===== config.mk =====
export PLATFORM = sky130hd
export DESIGN_NAME = fp_div_special_stage
export DESIGN_NICKNAME = d
export VERILOG_FILES = /design/src/rtl/fp_div_special_stage.sv
export SDC_FILE = /design/constraint.sdc
export NUM_CORES = 1
export LEC_CHECK = 0
export ABC_AREA = 0
export CORE_ASPECT_RATIO = 1.4
export CORE_MARGIN = 2
export CORE_UTILIZATION = 38
export CTS_BUF_LIST = sky130_fd_sc_hd__clkbuf_4
export DETAILED_ROUTE_END_ITERATION = 6
export PLACE_DENSITY = 0.77
export SLEW_MARGIN = 0
export SYNTH_ARGS = -nofsm -noshare
export SYNTH_HDL_FRONTEND = slang
export SYNTH_SLANG_ARGS = --single-unit

===== constraint.sdc =====
create_clock -name clk -period 1.95 [get_ports clk]
set_clock_uncertainty 0.15 [all_clocks]
set_input_delay 0.195 -clock clk [delete_from_list [all_inputs] [get_ports clk]]
set_output_delay 0.195 -clock clk [all_outputs]
set_load 0.05 [all_outputs]

===== src/rtl/fp_div_special_stage.sv =====
// Registered special-case stage for an IEEE-754 divider: classifies both
// operands, resolves NaN/inf/zero quotients and tracks exception stickies.
module fp_div_special_stage #(
  parameter int unsigned EXP_W = 8,
  parameter int unsigned MAN_W = 23,
  parameter int unsigned CNT_W = 16
) (
  input  logic                   clk,
  input  logic                   rst_n,
  input  logic                   in_valid,
  output logic                   in_ready,
  input  logic [EXP_W+MAN_W:0]   a,
  input  logic [EXP_W+MAN_W:0]   b,
  output logic                   out_valid,
  input  logic                   out_ready,
  output logic [EXP_W+MAN_W:0]   out_a,
  output logic [EXP_W+MAN_W:0]   out_b,
  output logic [2:0]             a_class,
  output logic [2:0]             b_class,
  output logic                   res_sign,
  output logic                   special,
  output logic [EXP_W+MAN_W:0]   special_result,
  output logic                   flag_invalid,
  output logic                   flag_divzero,
  output logic                   sticky_invalid,
  output logic                   sticky_divzero,
  input  logic                   clr_sticky,
  output logic [CNT_W-1:0]       special_count
);

  localparam int unsigned W = 1 + EXP_W + MAN_W;

  localparam logic [2:0] CLS_ZERO   = 3'd0;
  localparam logic [2:0] CLS_DENORM = 3'd1;
  localparam logic [2:0] CLS_NORM   = 3'd2;
  localparam logic [2:0] CLS_INF    = 3'd3;
  localparam logic [2:0] CLS_QNAN   = 3'd4;
  localparam logic [2:0] CLS_SNAN   = 3'd5;

  localparam logic [W-1:0] CANON_QNAN = {1'b0, {EXP_W{1'b1}}, 1'b1, {(MAN_W-1){1'b0}}};

  // Operand class from exponent/mantissa fields; denormals stay finite nonzero.
  function automatic logic [2:0] classify(input logic [W-1:0] x);
    logic [EXP_W-1:0] e;
    logic [MAN_W-1:0] m;
    logic [2:0]       c;
    e = x[MAN_W +: EXP_W];
    m = x[MAN_W-1:0];
    c = CLS_NORM;
    if (e == '0) begin
      c = (m == '0) ? CLS_ZERO : CLS_DENORM;
    end else if (e == '1) begin
      if (m == '0)          c = CLS_INF;
      else if (m[MAN_W-1])  c = CLS_QNAN;
      else                  c = CLS_SNAN;
    end
    return c;
  endfunction

  logic           accept;
  logic [2:0]     nxt_a_class;
  logic [2:0]     nxt_b_class;
  logic           nxt_sign;
  logic           nxt_special;
  logic [W-1:0]   nxt_result;
  logic           nxt_invalid;
  logic           nxt_divzero;
  logic           a_nan;
  logic           b_nan;
  logic           any_snan;

  assign in_ready = !out_valid || out_ready;
  assign accept   = in_valid && in_ready;

  assign nxt_a_class = classify(a);
  assign nxt_b_class = classify(b);
  assign nxt_sign    = a[W-1] ^ b[W-1];

  assign a_nan    = (nxt_a_class == CLS_QNAN) || (nxt_a_class == CLS_SNAN);
  assign b_nan    = (nxt_b_class == CLS_QNAN) || (nxt_b_class == CLS_SNAN);
  assign any_snan = (nxt_a_class == CLS_SNAN) || (nxt_b_class == CLS_SNAN);

  // Priority resolution: NaN, invalid forms, inf dividend, divide-by-zero, zero quotient.
  always_comb begin
    nxt_special = 1'b0;
    nxt_result  = '0;
    nxt_invalid = 1'b0;
    nxt_divzero = 1'b0;
    if (a_nan || b_nan) begin
      nxt_special = 1'b1;
      nxt_result  = CANON_QNAN;
      nxt_invalid = any_snan;
    end else if (((nxt_a_class == CLS_ZERO) && (nxt_b_class == CLS_ZERO)) ||
                 ((nxt_a_class == CLS_INF)  && (nxt_b_class == CLS_INF))) begin
      nxt_special = 1'b1;
      nxt_result  = CANON_QNAN;
      nxt_invalid = 1'b1;
    end else if (nxt_a_class == CLS_INF) begin
      nxt_special = 1'b1;
      nxt_result  = {nxt_sign, {EXP_W{1'b1}}, {MAN_W{1'b0}}};
    end else if (nxt_b_class == CLS_ZERO) begin
      nxt_special = 1'b1;
      nxt_result  = {nxt_sign, {EXP_W{1'b1}}, {MAN_W{1'b0}}};
      nxt_divzero = 1'b1;
    end else if ((nxt_a_class == CLS_ZERO) || (nxt_b_class == CLS_INF)) begin
      nxt_special = 1'b1;
      nxt_result  = {nxt_sign, {(W-1){1'b0}}};
    end
  end

  // Result register: loads on accept, drains on handshake, holds under backpressure.
  always_ff @(posedge clk) begin
    if (!rst_n) begin
      out_valid      <= 1'b0;
      out_a          <= '0;
      out_b          <= '0;
      a_class        <= CLS_ZERO;
      b_class        <= CLS_ZERO;
      res_sign       <= 1'b0;
      special        <= 1'b0;
      special_result <= '0;
      flag_invalid   <= 1'b0;
      flag_divzero   <= 1'b0;
    end else if (accept) begin
      out_valid      <= 1'b1;
      out_a          <= a;
      out_b          <= b;
      a_class        <= nxt_a_class;
      b_class        <= nxt_b_class;
      res_sign       <= nxt_sign;
      special        <= nxt_special;
      special_result <= nxt_result;
      flag_invalid   <= nxt_invalid;
      flag_divzero   <= nxt_divzero;
    end else if (out_ready) begin
      out_valid      <= 1'b0;
    end
  end

  // Stickies: a same-cycle accepted flag overrides the clear.
  always_ff @(posedge clk) begin
    if (!rst_n) begin
      sticky_invalid <= 1'b0;
      sticky_divzero <= 1'b0;
    end else begin
      sticky_invalid <= (sticky_invalid && !clr_sticky) || (accept && nxt_invalid);
      sticky_divzero <= (sticky_divzero && !clr_sticky) || (accept && nxt_divzero);
    end
  end

  // Saturating count of accepted special results.
  always_ff @(posedge clk) begin
    if (!rst_n) begin
      special_count <= '0;
    end else if (accept && nxt_special && (special_count != '1)) begin
      special_count <= special_count + CNT_W'(1);
    end
  end

endmodule


==> results.sh, run 1 <==
export IMPL_htree_levels=3
export IMPL_violations="negative hold slack, negative setup slack"
export IMPL_pwr_share_comb=0.254
export IMPL_powerDensity_nw_per_um2=632
export IMPL_yosysTopAreaCell="dfxtp_1"
export IMPL_drv_cap=0
export IMPL_pin_count=195
export IMPL_die_area_um2=11600
export IMPL_synth_top_area_share=0.469
export IMPL_fp_row_count=44
export IMPL_min_path_type="in -> reg"
export IMPL_ys_types=47
export IMPL_synth_area_leaders="dfxtp_1 (47%), nand2_1 (14%), a21oi_1 (10%)"
export IMPL_drv_slew=0
export IMPL_r2r_slack_ps=-30
export IMPL_worstMarginPinSlew_ps=550
export IMPL_setup_ws_ps=-41.1
export IMPL_routedWlPerCell_um=16.0
export IMPL_leakage_nw=3.20
export IMPL_cp_end_kind="flip-flop"
export IMPL_clk_pin_slew_ps=140
export IMPL_netSwitchingPower_mw=1.49
export IMPL_hold_viol=1
export IMPL_overflow=0
export IMPL_yosysMostFrequentCell="nand2_1"
export IMPL_grt_max_degree=44
export IMPL_grt_pass1_wl_mm=22.6
export IMPL_start_kind="input pin"
export IMPL_ir_drop_v=0.000428
export IMPL_synthesis_area_um2=4100
export IMPL_synth_edf_count=0
export IMPL_first_global_vias=4758
export IMPL_diodes=0
export IMPL_rsz0062_at_grt="true"
export IMPL_antenna_left=0
export IMPL_drtIter0Drc=215
export IMPL_ys_seq_area_frac=0.469
export IMPL_p_clk_frac=0.287
export IMPL_ys_ff_latch=96
export IMPL_r2r_cells=6
export IMPL_dp_hpwl_mm=9.43
export IMPL_postPlaceCellArea_um2=6330
export IMPL_synth_ff_type="dfxtp_1"
export IMPL_ys_async_sr_fraction=0
export IMPL_cts_sinks=96
export IMPL_num_vias=4786
export IMPL_arrival_ps=2210
export IMPL_die_w_um=91.8
export IMPL_r2r_end="special_count[6]"
export IMPL_cts_root_buf="clkbuf_4"
export IMPL_relSlewSlack=0.635
export IMPL_hold_path_depth=4
export IMPL_seqPwrFrac=0.459
export IMPL_avgSynthCellArea_um2=7.91
export IMPL_status="complete, but fails checks"
export IMPL_gp_congestion=0.868
export IMPL_tritoncts="yes"
export IMPL_hold_slack_ps=-4.41
export IMPL_intPower_mw=3.05
export IMPL_synthCells=518
export IMPL_total_power_mw=4.55
export IMPL_drive_above_1_share=0.252
export IMPL_synth_common_cells="nand2_1 (148), dfxtp_1 (96), a21oi_1 (83)"
export IMPL_cp_required_ps=2170
export IMPL_die_h_um=127
export IMPL_ys_warn_count=0
export IMPL_max_freq_ghz=0.502
export IMPL_finalSetupViolations=4
export IMPL_clock_path_buffers=2
export IMPL_cts_made_buffers=9
export IMPL_drt_pass1_iterations=5
export IMPL_nets=855
export IMPL_coreArea_um2=10500
export IMPL_design_area_um2=7190
export IMPL_worstSetupEndpoint="special_count[11]"
export IMPL_clk_latency_ps=440
export IMPL_port_buffers=172
export IMPL_layout_min_cycle_time_ps=1990
export IMPL_crit_start="a[2]"
export IMPL_start_util=0.392
export IMPL_critPathKind="in -> reg"
export IMPL_drt_total_wl_mm=14.8
export IMPL_path_max_fanout=14
export IMPL_r2r_start="special_count[12]"
export IMPL_viasPerCell=5.16
export IMPL_drcViolationCount=0
export IMPL_area_growth_pct=75.5
export IMPL_final_setup_tns_ps=-78.3
export IMPL_p_sw_frac=0.328
export IMPL_post_route_period_util=1.02
export IMPL_grt_usage=0.240
export IMPL_grt_antenna_before_repair=0
[logic make-up after synthesis]
logic type | count (synthesis) | synth area share
adder cells (fa/ha/maj) | 1 | 0.00305
multiplexers | 3 | 0.00733
XOR/XNOR | 1 | 0.00214
AND/OR/NAND/NOR | 229 | 0.256
flip-flops | 96 | 0.469
buffers and inverters | 64 | 0.0873
other | 1 | 0.000915
AO/OA/AOI/OAI | 123 | 0.175
[per-stage QoR]
step           cells  worst slack [ps]  utilization
3_3_place_gp     842              -747        0.606
5_1_grt          927              -109        0.688
4_1_cts          913              -109        0.670
3_5_place_dp     842              -790        0.606
6_report         927             -41.1        0.688
2_1_floorplan    539             -63.6            -
[repair_timing]
| action | CTS | global route |
|---|---|---|
| pin swaps | 11 | 27 |
| hold buffers | 47 | 11 |
| setup buffers | 7 | 4 |
| gates cloned | 2 | 0 |
| setup endpoints to repair | 112 | 20 |
| hold endpoints to repair | 48 | 11 |
| resized for setup | 185 | 105 |
[power groups by stage]
stage          combinational [mW]  clock, mW  sequential, mW
6_report                     1.15       1.31            2.09
5_1_grt                      1.22       1.39            2.10
4_1_cts                      1.11       1.33            2.09
3_5_place_dp                 1.13          0            2.13
3_3_place_gp                 1.11          0            2.13
2_1_floorplan               0.385          0            2.44
[sequential cells by signal (all words and copies together), names as in the netlist, 3 cells and up]
register / count
b_class: 3
special_count: 16
a_class: 3
special_result: 3
out_b: 32
out_a: 32
[worst max-delay path: stages]
cell             delay [ps]
clkdlybuf4s15_1         200
nor4_2                  290
nand4_1                 150
buf_4                   180
a211oi_4                230
nor4_4                   60
buf_4                   200
or4_4                   550
a21oi_2                 160
[area by class of cell]
type | instances | area [um2]
Clock buffer | 9 | 67.6
Tap cell | 138 | 173
Fill cell | 852 | 3270
Inverter | 3 | 11.3
Sequential cell | 96 | 1960
Multi-Input combinational cell | 379 | 2290
Clock inverter | 6 | 108
Timing Repair Buffer | 296 | 2590
[routing by layer]
layer  track usage  part of all wire  vias to the layer above
met1         0.259              0.37                     2270
met5             0                 0                        -
li1              -                 -                     2275
met4         0.126             0.041                        0
met2         0.435              0.53                      194
met3        0.0493             0.060                       47
[worst min-delay path by stage]
stage,endpoint,start
2_1_floorplan,out_valid,in_valid
3_3_place_gp,out_a[18],out_a[18]
3_5_place_dp,out_b[3],out_b[3]
4_1_cts,out_a[28],a[28]
5_1_grt,out_b[5],b[5]
6_report,out_b[5],b[5]
[placed cells by master (no fill, tap or decap), drive strengths merged, types with 2 or more instances in the layout]
master,count
o41ai,2
nand2b,5
o31ai,9
buf,84
and3,3
and2,3
nand4,7
inv,4
nand3,13
conb,22
bufinv,3
clkdlybuf4s15,9
a211oi,4
mux2i,3
or4,8
nand2,148
o21ai,10
dlygate4sd2,110
dfxtp,96
clkbuf,36
o311ai,2
dlygate4sd3,58
a31oi,2
nor4,17
dlymetal6s2s,2
o21a,3
a21oi,83
nor2,9
nor3,4
clkdlybuf4s50,6
nor3b,2
o22ai,2
or3,5
No activity file was read; power rests on OpenSTA's default activity.
==> run 2: changes to the inputs <==
--- a/config.mk
+++ b/config.mk
@@ -6,12 +6,11 @@
 export NUM_CORES = 1
 export LEC_CHECK = 0
 export ABC_AREA = 0
-export CORE_ASPECT_RATIO = 1.4
 export CORE_MARGIN = 2
-export CORE_UTILIZATION = 38
+export CORE_UTILIZATION = 42
 export CTS_BUF_LIST = sky130_fd_sc_hd__clkbuf_4
 export DETAILED_ROUTE_END_ITERATION = 6
-export PLACE_DENSITY = 0.77
+export PLACE_DENSITY = 0.81
 export SLEW_MARGIN = 0
 export SYNTH_ARGS = -nofsm -noshare
 export SYNTH_HDL_FRONTEND = slang
==> constraint.sdc (replaced) <==
create_clock -name clk -period 1.9 [get_ports clk]
set_clock_uncertainty 0.15 [all_clocks]
set_input_delay 0.19 -clock clk [delete_from_list [all_inputs] [get_ports clk]]
set_output_delay 0.19 -clock clk [all_outputs]
set_load 0.05 [all_outputs]
==> results.sh, run 2 (synthesis results as in run 1) <==
export IMPL_pin_count=195
export IMPL_first_global_vias=4704
export IMPL_viasPerCell=5.32
export IMPL_relSlewSlack=0.636
export IMPL_r2r_start="special_count[9]"
export IMPL_drv_cap=0
export IMPL_grt_antenna_before_repair=0
export IMPL_clk_latency_ps=440
export IMPL_min_delay_start="b[22]"
export IMPL_layout_min_cycle_time_ps=2000
export IMPL_hold_viol=0
export IMPL_worstMarginPinSlew_ps=548
export IMPL_top_regs="out_a (32), out_b (32), special_count (16)"
export IMPL_hold_slack_ps=33.3
export IMPL_drive_above_1_share=0.274
export IMPL_diodes=0
export IMPL_start_util=0.425
export IMPL_grt_usage=0.269
export IMPL_grt_max_degree=49
export IMPL_rsz0062_at_grt="true"
export IMPL_overflow=0
export IMPL_die_area_um2=10600
export IMPL_cts_made_buffers=9
export IMPL_drcViolationCount=0
export IMPL_antenna_left=0
export IMPL_fp_row_count=36
export IMPL_path_max_fanout=4
export IMPL_drt_total_wl_mm=15.5
export IMPL_fin_util=0.751
export IMPL_violations="negative setup slack"
export IMPL_max_freq_ghz=0.501
export IMPL_crit_start="special_count[9]"
export IMPL_htree_levels=3
export IMPL_nets=864
export IMPL_n_fill_cell=717
export IMPL_ir_drop_v=0.000467
export IMPL_routedWlPerCell_um=16.6
export IMPL_min_path_type="in -> reg"
export IMPL_arrival_ps=2220
export IMPL_setup_ws_ps=-96.6
export IMPL_mostFrequentLayoutCells="nand2_1 (143), dlygate4sd2_1 (91), buf_4 (86)"
export IMPL_leakage_nw=3.20
export IMPL_cts_sinks=96
export IMPL_finalSetupViolations=11
export IMPL_start_kind="flip-flop"
export IMPL_grt_pass1_wl_mm=22.2
export IMPL_powerDensity_nw_per_um2=634
export IMPL_drv_slew=0
export IMPL_die_w_um=103
export IMPL_cp_end_kind="flip-flop"
export IMPL_total_power_mw=4.59
export IMPL_critPathKind="reg -> reg"
export IMPL_drtIter0Drc=259
export IMPL_dp_hpwl_mm=9.47
export IMPL_coreArea_um2=9640
export IMPL_final_setup_tns_ps=-578
export IMPL_gp_congestion=0.914
export IMPL_post_route_period_util=1.05
export IMPL_status="complete, but fails checks"
export IMPL_die_h_um=103
export IMPL_cts_root_buf="clkbuf_4"
export IMPL_port_buffers=172
export IMPL_drt_pass1_iterations=5
export IMPL_area_growth_pct=76.7
export IMPL_clk_pin_slew_ps=140
export IMPL_num_vias=4957
export IMPL_cp_required_ps=2130
export IMPL_clock_path_buffers=2
export IMPL_final_common_cell="nand2_1"
export IMPL_dp_slack_ps=-793
export IMPL_tritoncts="yes"
==> run 2: cell types whose count changed in the layout (fill, tap and decap cells not counted), sizes merged <==
cell,previous run,this run
bufinv,3,2
dlygate4sd2,110,91
inv,4,3
dlymetal6s2s,2,0
clkdlybuf4s15,9,12
buf,84,130
clkinv,1,3
clkbuf,36,18
==> run 2: worst max-delay path: stages (launching register included) <==
cell,delay [ps]
dfxtp_2,380
nand3_1,220
nor3_4,340
nand3_1,160
or4_1,530
a21oi_1,140
==> run 2: report_power, final <==
| group | total (mW) | leakage [nW] | internal (mW) | switching [mW] |
|---|---|---|---|---|
| sequential | 2.14 | 0.796 | 2.09 | 0.0494 |
| combinational | 1.22 | 2.32 | 0.407 | 0.809 |
| clock | 1.24 | 0.0817 | 0.543 | 0.692 |
| total | 4.59 | 3.20 | 3.04 | 1.55 |
==> run 2: per-layer routing <==
metal,share of wire,routed length [um],track usage,up-vias
li1,-,-,-,2313
met2,0.52,8030,0.481,250
met3,0.079,1230,0.0617,47
met4,0.031,486,0.131,0
met1,0.37,5770,0.302,2347
met5,0,0,0,-
==> run 2: repair_timing <==
item,4_1_cts,5_1_grt
hold buffers,53,5
pin swaps,20,27
resized for setup,268,87
setup endpoints to repair,107,24
endpoints found under the hold margin,53,5
buffers inserted,9,11
cloned,2,0
==> run 2: final cells by class <==
type                    instances  area [um2]  share of cell area
well taps                     133         166              0.0230
clock buffers                  10        75.1              0.0104
inverters                       3        11.3             0.00155
multi-input cells             379        2220               0.306
repair buffers                305        2730               0.376
flip-flops and latches         96        1960               0.271
clock inverters                 6        83.8              0.0116
==> run 2: worst paths after layout <==
path,endpoint,slack (ps),depth (start not counted)
setup / recovery,special_count[12],-100,5
setup reg to reg,special_count[12],-100,5
hold reg to reg,out_b[23],310,2
hold / removal,out_b[22],30,4
==> run 2: metrics by stage <==
stage,area (um2),std cells
after floorplan,4400,539
after global placement,6350,838
after detailed placement,6350,838
after CTS,6980,918
after global routing,7240,932
final,7240,932
